==> config.mk <==
export PLATFORM = sky130hd
export DESIGN_NAME = fetch_unit
export DESIGN_NICKNAME = d
export VERILOG_FILES = /design/src/rtl/fetch_unit.sv
export SDC_FILE = /design/constraint.sdc
export NUM_CORES = 1
export LEC_CHECK = 0
export CORE_MARGIN = 1.5
export CORE_UTILIZATION = 47
export CTS_CLUSTER_DIAMETER = 100
export DETAILED_ROUTE_END_ITERATION = 7
export PLACE_DENSITY_LB_ADDON = 0.25
export SLEW_MARGIN = 30
export SYNTH_ARGS = -nofsm -noshare
export SYNTH_HDL_FRONTEND = slang
export SYNTH_SLANG_ARGS = --single-unit
==> constraint.sdc <==
create_clock -name clk -period 2.92 [get_ports clk]
set_input_delay 0.584 -clock clk [delete_from_list [all_inputs] [get_ports clk]]
set_output_delay 0.584 -clock clk [all_outputs]
set_load 0.005 [all_outputs]
==> src/rtl/fetch_unit.sv <==
// Program counter, instruction fetch sequencer (IDLE/REQ/WAIT) and instruction register.
// The FSM issues one req/ack transaction per ir_load and aborts on timeout or pc_rst.
module fetch_unit #(
  parameter int              PC_W     = 16,
  parameter int              IW       = 32,
  parameter int              TIMEOUT  = 15,
  parameter logic [IW-1:0]   NOP_WORD = '0
) (
  input  logic            clk,
  input  logic            rst_f,
  input  logic            pc_rst,
  input  logic            pc_write,
  input  logic            pc_sel,
  input  logic            br_sel,
  input  logic            ir_load,
  output logic [PC_W-1:0] imem_addr,
  output logic            imem_req,
  input  logic            imem_ack,
  input  logic [IW-1:0]   imem_rdata,
  output logic [PC_W-1:0] pc_out,
  output logic [IW-1:0]   ir,
  output logic [3:0]      opcode,
  output logic [3:0]      mm,
  output logic [3:0]      rd,
  output logic [3:0]      rs,
  output logic [3:0]      rt,
  output logic [15:0]     imm,
  output logic            ir_valid,
  output logic            fetch_busy,
  output logic            fetch_err
);

  typedef enum logic [1:0] {S_IDLE, S_REQ, S_WAIT} state_t;

  state_t          state_q, state_d;
  logic [PC_W-1:0] pc_q, pc_d;
  logic [PC_W-1:0] addr_q, addr_d;
  logic [IW-1:0]   ir_q, ir_d;
  logic            valid_q, valid_d;
  logic            err_q, err_d;
  logic [7:0]      cnt_q, cnt_d;

  logic [PC_W-1:0] pc_abs;
  logic [PC_W-1:0] pc_off;

  // Branch immediate resized to the PC width: zero-extended for absolute, sign-extended for relative.
  generate
    if (PC_W <= 16) begin : g_narrow_pc
      assign pc_abs = imm[PC_W-1:0];
      assign pc_off = imm[PC_W-1:0];
    end else begin : g_wide_pc
      assign pc_abs = {{(PC_W-16){1'b0}}, imm};
      assign pc_off = {{(PC_W-16){imm[15]}}, imm};
    end
  endgenerate

  // State register
  always_ff @(posedge clk or negedge rst_f) begin
    if (!rst_f) begin
      state_q <= S_IDLE;
      pc_q    <= '0;
      addr_q  <= '0;
      ir_q    <= NOP_WORD;
      valid_q <= 1'b0;
      err_q   <= 1'b0;
      cnt_q   <= '0;
    end else begin
      state_q <= state_d;
      pc_q    <= pc_d;
      addr_q  <= addr_d;
      ir_q    <= ir_d;
      valid_q <= valid_d;
      err_q   <= err_d;
      cnt_q   <= cnt_d;
    end
  end

  // Next-state: PC update
  always_comb begin
    pc_d = pc_q;
    if (pc_rst) begin
      pc_d = '0;
    end else if (pc_write) begin
      if (!pc_sel)     pc_d = pc_q + 1'b1;
      else if (br_sel) pc_d = pc_abs;
      else             pc_d = pc_q + pc_off;
    end
  end

  // Next-state: fetch sequencer
  always_comb begin
    state_d = state_q;
    addr_d  = addr_q;
    ir_d    = ir_q;
    valid_d = valid_q;
    err_d   = err_q;
    cnt_d   = cnt_q;
    if (pc_rst) err_d = 1'b0;
    case (state_q)
      S_IDLE: begin
        // Address is the PC before any concurrent pc_write takes effect.
        if (ir_load) begin
          addr_d  = pc_q;
          valid_d = 1'b0;
          state_d = S_REQ;
        end
      end
      S_REQ: begin
        if (pc_rst) begin
          valid_d = 1'b0;
          state_d = S_IDLE;
        end else if (imem_ack) begin
          ir_d    = imem_rdata;
          valid_d = 1'b1;
          state_d = S_IDLE;
        end else begin
          cnt_d   = 8'd1;
          state_d = S_WAIT;
        end
      end
      S_WAIT: begin
        if (pc_rst) begin
          valid_d = 1'b0;
          state_d = S_IDLE;
        end else if (imem_ack) begin
          ir_d    = imem_rdata;
          valid_d = 1'b1;
          state_d = S_IDLE;
        end else if (cnt_q >= 8'(TIMEOUT)) begin
          ir_d    = NOP_WORD;
          valid_d = 1'b1;
          err_d   = 1'b1;
          state_d = S_IDLE;
        end else begin
          cnt_d = cnt_q + 8'd1;
        end
      end
      default: state_d = S_IDLE;
    endcase
  end

  // Outputs
  always_comb begin
    imem_req   = (state_q != S_IDLE);
    fetch_busy = (state_q != S_IDLE);
    imem_addr  = addr_q;
    pc_out     = pc_q;
    ir         = ir_q;
    ir_valid   = valid_q;
    fetch_err  = err_q;
    opcode     = ir_q[31:28];
    mm         = ir_q[27:24];
    rd         = ir_q[23:20];
    rs         = ir_q[19:16];
    rt         = ir_q[15:12];
    imm        = ir_q[15:0];
  end

endmodule
==> results of run 1 <==
-- worst register-to-register path, stage by stage, from the launching register on --
cell       delay (ps)
dfrtp_1           510
ha_1              250
inv_1              70
fa_1              380
nor2b_1           250
o2111ai_1         200
a31oi_1           340
a31oi_1           180
o211a_1           240
a211oi_2          190
-- state kept, by name, indices dropped and copies added (netlist names) --
| signal | flops |
|---|---|
| imem_addr | 16 |
| ir | 32 |
| fetch_err | 1 |
| pc_out | 16 |
| cnt_q | 8 |
| state_q | 2 |
| ir_valid | 1 |
-- layout make-up --
class | instances | area, um^2 | area share, %
timing repair buffer | 153 | 1510 | 24.7
tap | 129 | 161 | 2.64
multi-input combinational | 325 | 2270 | 37.2
clock buffer | 9 | 124 | 2.03
inverter | 17 | 63.8 | 1.04
clock inverter | 7 | 75.1 | 1.23
sequential | 76 | 1900 | 31.1
-- power by group --
part | total, uW | internal [uW] | leakage, uW | switching, uW
Sequential | 1820 | 1400 | 0.000988 | 419
Combinational | 2530 | 1560 | 0.00154 | 968
Clock | 823 | 399 | 0.0000923 | 424
Total | 5170 | 3360 | 0.00262 | 1810
-- worst max-delay path by stage --
stage / to / slack (ps) / depth (start not counted)
after floorplan: pc_out[12] / 700 / 9
after global placement: pc_out[12] / 490 / 9
after detailed placement: pc_out[12] / 310 / 9
after CTS: pc_out[12] / 280 / 9
after global routing: pc_out[12] / 60 / 9
final: pc_out[12] / 230 / 9
-- metal layers --
metal | part of all wire, % | track usage (%) | vias to the layer above | wire length (um)
li1 | - | - | 1932 | -
met1 | 42 | 29.8 | 1961 | 5100
met2 | 51 | 41.3 | 127 | 6200
met3 | 4.9 | 3.76 | 22 | 593
met4 | 2.4 | 8.64 | 0 | 289
met5 | 0 | 0 | - | 0
-- Yosys cell counts, types with 12 or more instances --
cell type  count  area [um^2]
nand2_1       23         86.3
nor2_1        35          131
mux2_2        13          146
a22o_1        32          280
ha_1          21          263
a21oi_1       23          115
nand3_1       13         65.1
inv_1         16         60.1
clkbuf_1      12         45.0
dfrtp_1       76         1900
o21ai_0       33          165
nor3_1        13         65.1
buf_4         38          285
-- placed cells by master, fill, tap and decap left out, types with 4 or more instances in the layout --
cell	count
a211oi_1	4
nand2_1	23
nand3_1	13
buf_4	10
xnor2_1	4
o21ai_0	33
ha_1	21
xor2_1	7
a21oi_1	23
mux2_2	13
nor2_1	35
a22o_1	32
a22oi_1	5
dfrtp_1	76
o21a_1	6
clkbuf_8	9
nor2b_1	4
mux2i_1	4
o31ai_1	4
nor3_1	13
a31oi_1	11
nor4_1	4
inv_1	16
and3_1	8
clkdlybuf4s50_1	142
a21o_1	7
-- metrics by stage --
step / cells / setup WS (ps) / total power, uW / instance area [um^2] / utilization [%]
after floorplan: 474 / 696 / 3150 / 4590 / -
after global placement: 700 / 488 / 4290 / 5900 / 63.0
after detailed placement: 700 / 314 / 4360 / 5900 / 63.0
after CTS: 716 / 284 / 5220 / 6100 / 65.1
after global routing: 716 / 56.3 / 5520 / 6110 / 65.2
final: 716 / 228 / 5170 / 6110 / 65.2
-- logic make-up (layout without fill, tap and decap cells) --
family                     count (synthesis)  count (layout)  share of synthesized area, %
AOI/OAI and AO/OA                        151             151                          23.0
xor gates and xnor gates                  11              11                          2.10
adders and majority gates                 22              22                          6.16
buffers and inverters                     73             186                          9.18
DFF                                       76              76                          41.4
muxes                                     17              17                          4.06
and+or+nand+nor                          124             124                          14.1
==> flow_summary.toml, run 1 <==
[routing]
drt.antenna.violating_nets = 0
dr.pass1.iters = 4
vias_per_cell = 5.65
first_iter_violations = 133
route.detailed.drc = 0
vias = 4042
wl_mm = 12.2
wl_per_cell_um = 17.0

[sta]
worst_pin_slew_ps = 751
tns_ps = 0
setup_viol = 0
fmax_mhz = 371
hold_violations = 0
holdWs_ps = 226
maxSlewViolCount = 0
rsz0062_at_grt = "no"
slew_headroom_pct = 49.8
period_needed_ps = 2690
fin_skew_ps = 16.2
fin_crit_sh_pct = 92.2

[floorplanning]
die_y_um = 102
start_util_pct = 49.0
die_w_um = 102
rows = 35
ios = 144
core-area_mm2 = 0.00937
die-area_mm2 = 0.0104

[pwr]
ir_worst_vdd_mv = 0.586
power_density_mw_per_mm2 = 847
p_leak_uw = 0.00262

[placed_design]
hpwl_mm = 8.93
port_buffers = 143
place.gp.congestion = 0.900

[setup_path]
r2r_start = "pc_out[0]"
crit_family = "compound AO/OA/AOI/OAI gates"
worstPathArrival_ps = 2960
cp_common_cell = "a31oi_1"
reg2reg_slack_ps = 230
crit_fanout = 9
crit_chain = "ha_1, inv_1, fa_1, nor2b_1, o2111ai_1, a31oi_1, a31oi_1, o211a_1, a211oi_2"
worstReg2RegEnd = "pc_out[12]"
worstSetupPathType = "reg2reg"
slowest_stage = "dfrtp_1"
worst_ep_required_time_ps = 3190
critPathLaunchType = "register"
startpoint = "pc_out[0]"
max_stage_delay_ps = 510
worstRegToRegCells = 9
cp_num_buf_inv = 1
cp-end-kind = "register"

[status]
outcome = "complete, no violations"

[clocking]
cts_resized = 0
cts-root-buf = "clkbuf_8"
cts_max_level = 3
ctsHoldBuffers = 0
path_clk_slew_ps = 90
tritoncts = "yes"
cts_buffers = 9
cts.path.max_buffers = 2
cts_setup_buffers = 0
clk_latency_ps = 360
cts.sinks = 76

[yosys]
synth_cells = 474
synth_edf_count = 0
syn_nets = 536
synth_seq_cells = 76
syn_avg_cell_area_um2 = 9.69
synth_area_mm2 = 0.00459
yosysWarningCount = 0
yosysUniqueCellTypes = 60
async_reset_ff_share_pct = 100
ys_seq_area_share_pct = 41.4
synth_top_flop_cell = "dfrtp_1"

[finish]
drive_above_1_share_pct = 8.86
nFillCells = 818
diodes = 0
syn_to_final_growth_pct = 33.0
nets = 644

[run]
max_cap_viol_count = 0

[global_routing]
grt_first_pass_wirelength_mm = 19.4
grt-ovfl-total = 0
grt_max_degree = 77
grt_pass1_vias = 4052
grt_usage_pct = 23.7
antenna_found_initial = 0

[min_path]
hold_path.class = "in2async"
(Power assumes the default switching activity.)
==> run 2, diff against run 1 <==
ABC_CLOCK_PERIOD_IN_PS = 2920   (was not set)
==> results of run 2 <==
The final DEF is identical to that of run 1; final timing and power are the same.
